`src/rtl/dac_cmd_rx.sv`:
```
// UART 8N1 command receiver for the DAC controller: deserialises host bytes, decodes the
// 5-byte frame AA/CLK/SIG/CTL/SUM and applies validated settings atomically.
module dac_cmd_rx #(
  parameter int CLKS_PER_BIT = 434,
  parameter int TIMEOUT_BITS = 32
) (
  input  logic       dac_clk_in,
  input  logic       reset_n,
  input  logic       uart_rxd,
  output logic [7:0] signal_select,
  output logic [7:0] clk_select,
  output logic       ctl_data_val,
  output logic       frame_ok,
  output logic       frame_err
);

  localparam int HALF_BIT       = CLKS_PER_BIT / 2;
  localparam int BIT_CNT_W      = $clog2(CLKS_PER_BIT);
  localparam int TIMEOUT_CYCLES = TIMEOUT_BITS * CLKS_PER_BIT;
  localparam int TO_CNT_W       = $clog2(TIMEOUT_CYCLES);

  localparam logic [BIT_CNT_W-1:0] BIT_LAST  = BIT_CNT_W'(CLKS_PER_BIT - 1);
  localparam logic [BIT_CNT_W-1:0] HALF_LAST = BIT_CNT_W'(HALF_BIT - 1);
  localparam logic [TO_CNT_W-1:0]  TO_LAST   = TO_CNT_W'(TIMEOUT_CYCLES - 1);

  typedef enum logic [1:0] {
    B_IDLE,
    B_START,
    B_DATA,
    B_STOP
  } bit_state_t;

  typedef enum logic [2:0] {
    P_HUNT,
    P_GET_CLK,
    P_GET_SIG,
    P_GET_CTL,
    P_GET_SUM
  } parse_state_t;

  logic                 rxd_meta;
  logic                 rxd_sync;
  logic                 rxd_prev;
  logic                 start_edge;

  bit_state_t           bit_state;
  logic [BIT_CNT_W-1:0] bit_cnt;
  logic [2:0]           bit_idx;
  logic [7:0]           shift_reg;
  logic                 byte_valid;
  logic                 framing_err;

  parse_state_t         parse_state;
  logic [TO_CNT_W-1:0]  to_cnt;
  logic [7:0]           clk_byte;
  logic [7:0]           sig_byte;
  logic [7:0]           ctl_byte;
  logic                 frame_good;

  // Synchroniser resets low so a line that is low when reset releases never looks like a
  // start edge; the engine only arms on a genuine high->low transition.
  always_ff @(posedge dac_clk_in or negedge reset_n) begin
    if (!reset_n) begin
      rxd_meta <= 1'b0;
      rxd_sync <= 1'b0;
      rxd_prev <= 1'b0;
    end else begin
      rxd_meta <= uart_rxd;
      rxd_sync <= rxd_meta;
      rxd_prev <= rxd_sync;
    end
  end

  assign start_edge = rxd_prev & ~rxd_sync;

  always_ff @(posedge dac_clk_in or negedge reset_n) begin
    if (!reset_n) begin
      bit_state   <= B_IDLE;
      bit_cnt     <= '0;
      bit_idx     <= '0;
      shift_reg   <= '0;
      byte_valid  <= 1'b0;
      framing_err <= 1'b0;
    end else begin
      byte_valid  <= 1'b0;
      framing_err <= 1'b0;
      unique case (bit_state)
        B_IDLE: begin
          bit_cnt <= '0;
          bit_idx <= '0;
          if (start_edge) bit_state <= B_START;
        end
        B_START: begin
          if (bit_cnt == HALF_LAST) begin
            bit_cnt   <= '0;
            bit_state <= rxd_sync ? B_IDLE : B_DATA;
          end else begin
            bit_cnt <= bit_cnt + 1'b1;
          end
        end
        B_DATA: begin
          if (bit_cnt == BIT_LAST) begin
            bit_cnt   <= '0;
            shift_reg <= {rxd_sync, shift_reg[7:1]};
            if (bit_idx == 3'd7) begin
              bit_state <= B_STOP;
            end else begin
              bit_idx <= bit_idx + 1'b1;
            end
          end else begin
            bit_cnt <= bit_cnt + 1'b1;
          end
        end
        B_STOP: begin
          if (bit_cnt == BIT_LAST) begin
            bit_cnt     <= '0;
            bit_idx     <= '0;
            byte_valid  <= rxd_sync;
            framing_err <= ~rxd_sync;
            bit_state   <= start_edge ? B_START : B_IDLE;
          end else begin
            bit_cnt <= bit_cnt + 1'b1;
          end
        end
        default: bit_state <= B_IDLE;
      endcase
    end
  end

  // The incoming byte is the checksum; the stored fields must also be in range.
  assign frame_good = (shift_reg == (clk_byte ^ sig_byte ^ ctl_byte)) &&
                      (clk_byte >= 8'h20) && (clk_byte <= 8'h24) &&
                      (sig_byte != 8'h00) &&
                      (ctl_byte[7:1] == 7'd0);

  always_ff @(posedge dac_clk_in or negedge reset_n) begin
    if (!reset_n) begin
      parse_state   <= P_HUNT;
      to_cnt        <= '0;
      clk_byte      <= '0;
      sig_byte      <= '0;
      ctl_byte      <= '0;
      signal_select <= 8'h01;
      clk_select    <= 8'h20;
      ctl_data_val  <= 1'b0;
      frame_ok      <= 1'b0;
      frame_err     <= 1'b0;
    end else begin
      frame_ok  <= 1'b0;
      frame_err <= 1'b0;
      if (parse_state == P_HUNT) begin
        to_cnt <= '0;
        if (byte_valid && (shift_reg == 8'hAA)) parse_state <= P_GET_CLK;
      end else if (framing_err) begin
        frame_err   <= 1'b1;
        parse_state <= P_HUNT;
      end else if (byte_valid) begin
        to_cnt <= '0;
        unique case (parse_state)
          P_GET_CLK: begin
            clk_byte    <= shift_reg;
            parse_state <= P_GET_SIG;
          end
          P_GET_SIG: begin
            sig_byte    <= shift_reg;
            parse_state <= P_GET_CTL;
          end
          P_GET_CTL: begin
            ctl_byte    <= shift_reg;
            parse_state <= P_GET_SUM;
          end
          P_GET_SUM: begin
            if (frame_good) begin
              clk_select    <= clk_byte;
              signal_select <= sig_byte;
              ctl_data_val  <= ctl_byte[0];
              frame_ok      <= 1'b1;
            end else begin
              frame_err <= 1'b1;
            end
            parse_state <= P_HUNT;
          end
          default: parse_state <= P_HUNT;
        endcase
      end else if (to_cnt == TO_LAST) begin
        frame_err   <= 1'b1;
        parse_state <= P_HUNT;
      end else begin
        to_cnt <= to_cnt + 1'b1;
      end
    end
  end

endmodule

```
`config.mk`:
```
export PLATFORM = sky130hd
export DESIGN_NAME = dac_cmd_rx
export DESIGN_NICKNAME = d
export VERILOG_FILES = /design/src/rtl/dac_cmd_rx.sv
export SDC_FILE = /design/constraint.sdc
export NUM_CORES = 1
export LEC_CHECK = 0
export ABC_AREA = 1
export CAP_MARGIN = 20
export CORE_MARGIN = 2
export CORE_UTILIZATION = 65
export CTS_CLUSTER_DIAMETER = 100
export DETAILED_ROUTE_END_ITERATION = 8
export PLACE_DENSITY = 0.85
export SYNTH_ARGS = -nofsm -noshare
export SYNTH_HDL_FRONTEND = slang
export SYNTH_SLANG_ARGS = --single-unit
```
`constraint.sdc`:
```
create_clock -name dac_clk_in -period 3.1 [get_ports dac_clk_in]
set_input_delay 0.93 -clock dac_clk_in [delete_from_list [all_inputs] [get_ports dac_clk_in]]
set_output_delay 0.93 -clock dac_clk_in [all_outputs]
set_load 0.02 [all_outputs]
```
== Yosys cells after proc, flatten, opt, wreduce, memory -nomap -nowiden ==
Index checks and enable logic that the tools add are counted.

* Input port bits: 3
* RAM bits: 0
* Latch bits: 0
* Bits in registers: 87
* Memory bits (read-only): 0
* Output and inout bits: 19
* Memories: 0

* Muxes and demuxes: 40
* Shift operators: 0
* $lt $le $gt $ge: 2
* Div/mod/pow operators: 0
* Multiply operators: 0
* Add/sub/neg operators: 3
* Bitwise logic cells: 6
* Reduce and logical (&&, ||, !) cells: 21
* Eq/ne operators: 22

{| class="wikitable"
|+ Operators by type and width
! operator !! number
|-
| 2-to-1 mux 14 bit || 4
|-
| one-hot mux 9 bit (3 select lines) || 1
|-
| 2-to-1 mux 3 bit || 8
|-
| 2-to-1 mux 9 bit || 2
|-
| one-hot mux 3 bit (3 select lines) || 2
|-
| 2-to-1 mux 1 bit || 16
|-
| AND reduction 4 bit || 4
|-
| XOR 8 bit || 2
|-
| adder 14 x 1 -> 14 bit, second input constant || 1
|-
| equality test 14 bit, second input constant || 1
|-
| 2-to-1 mux 2 bit || 6
|-
| inequality test 2 bit, second input constant || 6
|-
| AND reduction 5 bit || 2
|-
| adder 9 x 1 -> 9 bit, second input constant || 1
|-
| equality test 9 x 8 -> 1 bit, second input constant || 1
|-
| equality test 9 bit, second input constant || 1
|-
| equality test 8 bit || 1
|-
| equality test 8 bit, second input constant || 1
|-
| greater-or-equal comparator 8 x 6 -> 1 bit, second input constant || 1
|-
| <= comparator 8 x 6 -> 1 bit, second input constant || 1
|-
| one-hot mux 2 bit (4 select lines) || 1
|-
| nonzero test 8 bit || 1
|-
| zero test 7 bit || 1
|-
| equality test 3 x 2 -> 1 bit, second input constant || 2
|-
| other kinds (16) || 27
|}

== Logic depth before layout (Yosys ltp) ==
Gate-level depths: netlist (run 1).

* Depth after elaboration: 12
* Depth in mapped cells: 13

== Worst setup path after synthesis (run 1) ==
OpenSTA, ideal clock, no wires.

* Path kind: reg2reg
* Start point: register bit_cnt[1]
* End point: register shift_reg[4]
* Setup time: 127 ps
* Slack: 1,591 ps
* Arrival time: 1,382 ps
* Period minus slack after synthesis: 1,509 ps
* Path buffers: 1
* Cell stages (with the launch flop): 9
* Path through: dfrtp_1 inv_1 ha_1 nand2_1 nor3_1 nand2_1 nor2_2 buf_4 o21ai_0

* Longest elaborated chain between the ends: 2

{| class="wikitable"
|+ RTL lines
! element !! RTL line !! RTL
|-
| start: declaration || 47 || <nowiki>logic [BIT_CNT_W-1:0] bit_cnt;</nowiki>
|-
| start signal: assignment || 98 || <nowiki>bit_cnt <= bit_cnt + 1'b1;</nowiki>
|-
| start signal: assignment || 111 || <nowiki>bit_cnt <= bit_cnt + 1'b1;</nowiki>
|-
| start signal: assignment || 122 || <nowiki>bit_cnt <= bit_cnt + 1'b1;</nowiki>
|-
| equality test 9 bit || 102 || <nowiki>if (bit_cnt == BIT_LAST) begin</nowiki>
|-
| AND reduction 2 bit (no source line) || -- ||
|-
| end signal: assignment || 104 || <nowiki>shift_reg <= {rxd_sync, shift_reg[7:1]};</nowiki>
|-
| end: declaration || 49 || <nowiki>logic [7:0] shift_reg;</nowiki>
|}

Every way passes these cells.
A chain may end at the register's enable or synchronous reset.

== Worst setup path after layout (run 1) ==
* Start point: register clk_select[5]
* End point: output port clk_select[5]

{| class="wikitable"
|+ RTL lines
! element !! RTL line !! RTL
|-
| start: declaration || 11 || <nowiki>output logic [7:0] clk_select,</nowiki>
|-
| start signal: assignment || 174 || <nowiki>clk_select <= clk_byte;</nowiki>
|}

No word-level cell between the ends.

==> results of run 1 <==
==> synth_stat cells <==
cell type  instances  area share
clkbuf_1           3      0.0026
xor2_1             3      0.0060
buf_2              2      0.0023
o21ai_1            4      0.0046
o211ai_1           1      0.0017
inv_2              7      0.0060
o21ai_0           47       0.054
dfrtp_1           85        0.49
a21oi_1           10       0.011
nand4_1           12       0.017
nand2_1          200        0.17
inv_1             76       0.065
nand3_1           38       0.044
nor2_4             1      0.0026
o21bai_1           1      0.0017
a31o_2             1      0.0020
and3_1             1      0.0014
ha_1               6       0.017
dfstp_2            2       0.012
nor3_1            14       0.016
nor2_2             4      0.0057
o21a_1             1      0.0017
nor3b_1            1      0.0017
nor2_1            48       0.041
nand2_4            1      0.0026
buf_6              2      0.0052
nand2_2            2      0.0029
xnor2_1            3      0.0060
buf_4              2      0.0034
nand3_2            1      0.0023
==> cell usage in the layout (no fill, tap or decap), drive strengths merged, types with 2 or more instances in the layout <==
master and count:
xnor2 3, nand4 12, clkbuf 10, nand3 39
clkinvlp 2, nor3 14, buf 2, nand2 203
clkinv 3, nor2 53, dfrtp 85, a21oi 10
inv 83, ha 6, dfstp 2, clkdlybuf4s50 20
o21ai 51, xor2 3
==> metal layers <==
layer  vias to the layer above  GRT usage
met5                         -          0
met4                         0    0.09380
met3                        16    0.04331
met2                       121     0.4235
met1                      1746     0.3600
li1                       1867          -
==> power by group through the flow <==
stage	registers [mW]	clock network [mW]	logic, mW
floorplan	1.22	0	0.151
global placement	1.23	0	0.202
detailed placement	1.23	0	0.215
CTS	1.21	0.798	0.215
global route	1.21	0.850	0.251
finish	1.21	0.782	0.210
==> cell type report <==
| class | count | area share |
|---|---|---|
| inverter | 83 | 0.06454 |
| tap | 77 | 0.01996 |
| clock inverter | 6 | 0.01244 |
| sequential | 87 | 0.4515 |
| timing repair buffer | 22 | 0.04717 |
| clock buffer | 10 | 0.02851 |
| multi-input combinational | 400 | 0.3758 |
==> kinds of logic after synthesis <==
logic type	count (synthesis)
and+or+nand+nor	323
AOI/OAI and AO/OA	65
buffers and inverters	92
xor gates and xnor gates	6
adders and majority gates	6
DFF	87
==> how the worst min path moves through the flow <==
stage,start,end,slack [ns],cells after the start
global route,rxd_meta,rxd_sync,0.38,0
finish,rxd_meta,rxd_sync,0.35,0
global placement,rxd_meta,rxd_sync,0.33,0
floorplan,rxd_meta,rxd_sync,0.33,0
detailed placement,rxd_meta,rxd_sync,0.34,0
CTS,rxd_meta,rxd_sync,0.36,0
==> flow_summary.toml, run 1 <==
[run_status]
outcome = "finished clean"

[pwr]
combPwrFrac = 0.096
power_density_nw_per_um2 = 455.7
switchingPower_mw = 0.5718
total_power_mw = 2.200
p_seq_frac = 0.549
switching_share = 0.2599
p_leak_nw = 2.384
clkPwrFrac = 0.355
max-vdd-ir-drop_mv = 0.4353
p_int_mw = 1.628

[global_route]
overflow = 0
grt.total_usage = 0.2620
antenna_found_initial = 0
grt_max_degree = 48
grt_pass1_vias = 3458
grt_pass1_wl_um = 15350

[logic_synthesis]
synth_nets = 588
ys_seq_area_frac = 0.4994
postSynthCellCount = 579
yosys.area_share.simple = 0.3093
synth_xor_area_frac = 0.01204
yosys_warnings = 0
synth_top_family_by_area = "simple AND/OR/NAND/NOR gates"
synth_cell_types = 30
synth_area_um2 = 4364
synthMuxAreaShare = 0
synthAdderAreaFrac = 0.01720
avgSynthCellArea_um2 = 7.537
synth-compound-area-share = 0.07712
synth_seq_cells = 87

[layout]
antenna_cells = 0
fin_util = 0.7516
top_regs = "to_cnt x14, bit_cnt x9"
regMostFlops = "to_cnt"
regArea_um2 = 2180
instances_no_fill = 685
multiInputGateArea_um2 = 1814
synthToLayoutAreaGrowth_pct = 10.61
stdcell_area_um2 = 4827
nets = 612
largest_reg_flops = 14
drive_above_1_share = 0.06086
fill_cells = 478

[critical_path]
reg2reg_from = "bit_cnt[1]"
worstReg2RegEnd = "bit_idx[0]"
cp_num_buf_inv = 1
crit_path_start_kind = "flop"
reg2reg_depth = 8
path_cells = "clkdlybuf4s50_1"
critPathLaunch = "clk_select[5]"
critPathSlowestCell = "clkdlybuf4s50_1"
required_ns = 2.17
crit_arrival_ns = 1.49
rrSetupSlack_ns = 1.20
endpoint = "clk_select[5]"
cp_max_fo = 2
worst_path_largest_cell_delay_ns = 0.60
end_kind = "primary output"
crit_type = "reg2out"
crit_cells = 1
crit_family = "buffers and inverters"

[placement]
io_buffer_count = 21
place_inst = 669
dp_hpwl_um = 6251
place.gp.congestion = 0.8840
pre_cts_slack_ns = 1.061
placed_cell_area_um2 = 4629

[routing]
wl_met1_um = 4017
wl_per_cell_um = 12.88
drtPass1Iterations = 5
drcViolationCount = 0
via_per_inst = 5.474
wirelength_um = 8826
wl_met3_um = 517
postRouteAntennaNets = 0
vias = 3750
top_layer = "met4"
wl_met2_um = 4143
drt_iter0_drc = 240

[timing]
setup_viol = 0
rsz0062_at_grt = "no"
layout_setup_ws_ns = 0.6845
fin_crit_ns = 2.415
slew_headroom = 0.5351
clock.fmax_ghz = 0.4140
worst_slew_pin_slew_ns = 0.6966
hold_ws_ns = 0.3537
fin_tns_setup_ns = 0
finalHoldViolations = 0
final.setup_skew_ns = 0.008861
finalCritPeriodShare = 0.7792
slew_violations = 0

[cts]
cts-resized-gates = 0
numCtsBuffers = 9
root_buffer = "clkbuf_8"
cts_setup_buffers = 0
htreeDepth = 3
tritoncts = "built"
cts_sinks = 87
clkLatencyLatePin_ns = 0.36
holdBufCountCts = 0
path_clk_slew_ns = 0.08
cts_max_path_buffers = 2

[die]
io-pin-count = 22
core_area_um2 = 6422
rows = 29
start_util = 0.6795
die_w_um = 85.94
die_area_um2 = 7386
die_h_um = 85.94

[hold_path]
min_path_type = "reg2reg"

[job]
maxCapViolations = 0
Note: power is estimated with default switching activity, not from simulation.
==> inputs of run 2 (changes only) <==
--- a/config.mk
+++ b/config.mk
@@ -8,10 +8,10 @@
 export ABC_AREA = 1
 export CAP_MARGIN = 20
 export CORE_MARGIN = 2
-export CORE_UTILIZATION = 65
+export CORE_UTILIZATION = 54
 export CTS_CLUSTER_DIAMETER = 100
 export DETAILED_ROUTE_END_ITERATION = 8
-export PLACE_DENSITY = 0.85
+export PLACE_DENSITY = 0.76
 export SYNTH_ARGS = -nofsm -noshare
 export SYNTH_HDL_FRONTEND = slang
 export SYNTH_SLANG_ARGS = --single-unit
==> constraint.sdc (replaced) <==
create_clock -name dac_clk_in -period 2 [get_ports dac_clk_in]
set_input_delay 0.6 -clock dac_clk_in [delete_from_list [all_inputs] [get_ports dac_clk_in]]
set_output_delay 0.6 -clock dac_clk_in [all_outputs]
set_load 0.02 [all_outputs]
==> run 2 against run 1 <==
Net effect: register-to-register slack worse by 0.91 ns; worst hold slack got worse by 0.14 ns; design area up 2.2%; critical endpoint is now clk_select[7].
==> flow_summary.toml, run 2 (same netlist as run 1, synthesis figures left out) <==
[die]
io-pin-count = 22
rows = 32
start_util = 0.5619
core_area_um2 = 7767
die_h_um = 93.90
die_w_um = 93.90
die_area_um2 = 8817

[timing]
setup_viol = 0
fin_crit_ns = 1.939
slew_headroom = 0.5978
finalHoldViolations = 0
hold_ws_ns = 0.2091
layout_setup_ws_ns = 0.06127
rsz0062_at_grt = "no"
finalCritPeriodShare = 0.9694
fin_tns_setup_ns = 0
clock.fmax_ghz = 0.5158
slew_violations = 0
final.setup_skew_ns = 0.01393
worst_slew_pin_slew_ns = 0.6018

[layout]
top_regs = "to_cnt x14, bit_cnt x9"
multiInputGateArea_um2 = 1814
largest_reg_flops = 14
final_cell_mix = "nand2_1 (200), dfrtp_1 (85), inv_1 (76)"
instances_no_fill = 719
fill_cells = 698
antenna_cells = 0
final_common_cell = "nand2_1"
regMostFlops = "to_cnt"
nets = 621
regArea_um2 = 2180
drive_above_1_share = 0.07455
synthToLayoutAreaGrowth_pct = 13.04

[critical_path]
cp_num_buf_inv = 1
end_kind = "primary output"
crit_path_start_kind = "flop"
path_cells = "clkdlybuf4s50_1"
reg2reg_depth = 11
reg2reg_from = "parse_state[2]"
rrSetupSlack_ns = 0.29
crit_family = "buffers and inverters"
crit_arrival_ns = 1.34
crit_type = "reg2out"
worstReg2RegEnd = "to_cnt[13]"
required_ns = 1.40
critPathSlowestCell = "clkdlybuf4s50_1"
cp_max_fo = 2
worst_path_largest_cell_delay_ns = 0.61

[routing]
drt_iter0_drc = 161
wl_per_cell_um = 12.08
wirelength_um = 8689
drcViolationCount = 0
via_per_inst = 5.175
vias = 3721
drtPass1Iterations = 4
postRouteAntennaNets = 0

[placement]
io_buffer_count = 21
dp_hpwl_um = 6465
place_inst = 703
pre_cts_slack_ns = 0.3005
place.gp.congestion = 0.8777

[job]
maxCapViolations = 0

[global_route]
grt_pass1_vias = 3441
grt_max_degree = 41
overflow = 0
grt_pass1_wl_um = 15430
grt.total_usage = 0.2195
antenna_found_initial = 0

[cts]
root_buffer = "clkbuf_8"
tritoncts = "built"
cts_sinks = 87
htreeDepth = 3
path_clk_slew_ns = 0.10
clkLatencyLatePin_ns = 0.37
cts_max_path_buffers = 2
numCtsBuffers = 9

[pwr]
max-vdd-ir-drop_mv = 0.6013
power_density_nw_per_um2 = 694.5
total_power_mw = 3.427
p_leak_nw = 2.448

[hold_path]
min_path_type = "in2async"

[run_status]
outcome = "finished clean"
## run 2: cell count changes in the layout (fill, tap and decap cells not counted), moves of 2 or more
| cell | before | now |
|---|---|---|
| inv_8 | 0 | 4 |
| clkdlybuf4s50_1 | 20 | 18 |
| buf_4 | 1 | 9 |
| clkinv_4 | 0 | 2 |
| dlygate4sd2_1 | 0 | 2 |
| clkinvlp_4 | 2 | 0 |
| clkinv_2 | 3 | 0 |
## run 2: through the flow
stage	area, um^2	utilization
2_1_floorplan	4364	-
3_3_place_gp	4741	0.6103
3_5_place_dp	4741	0.6103
4_1_cts	4933	0.6351
5_1_grt	4933	0.6351
6_report	4933	0.6351
## run 2: worst max-delay path by stage
stage | start | endpoint | slack (ns) | cells past startpoint
final | clk_select[7] | clk_select[7] | 0.06 | 1
after global routing | clk_select[7] | clk_select[7] | 0.01 | 1
after CTS | clk_select[7] | clk_select[7] | 0.05 | 1
after detailed placement | signal_select[0] | signal_select[0] | 0.30 | 1
after global placement | clk_select[5] | clk_select[5] | 0.30 | 1
after floorplan | bit_cnt[1] | shift_reg[4] | 0.49 | 8
## run 2: power breakdown
part           internal [mW]  switching [mW]  total, mW
sequential              1.81          0.0633       1.87
clock                  0.495           0.716       1.21
combinational          0.117           0.225      0.342
total                   2.42            1.00       3.43
## run 2: layout make-up
cell class                      instances  area share
Sequential cell                        87      0.4418
Multi-Input combinational cell        400      0.3677
Tap cell                              102     0.02587
Timing Repair Buffer                   31     0.06188
Clock buffer                            9     0.02511
Clock inverter                          7     0.01446
Inverter                               83     0.06315
## run 2: what timing repair did
item	in CTS	in global routing
gates resized for setup	2	0
endpoints found under the setup margin	2	0
hold buffers	0	0
setup buffers	0	0
## run 2: layer usage
| layer | track usage | part of all wire | up-vias | wire length (um) |
|---|---|---|---|---|
| met5 | 0 | 0 | - | 0 |
| li1 | - | - | 1896 | - |
| met3 | 0.02648 | 0.042 | 11 | 366 |
| met1 | 0.3048 | 0.48 | 1726 | 4137 |
| met2 | 0.3530 | 0.47 | 88 | 4047 |
| met4 | 0.08575 | 0.016 | 0 | 137 |
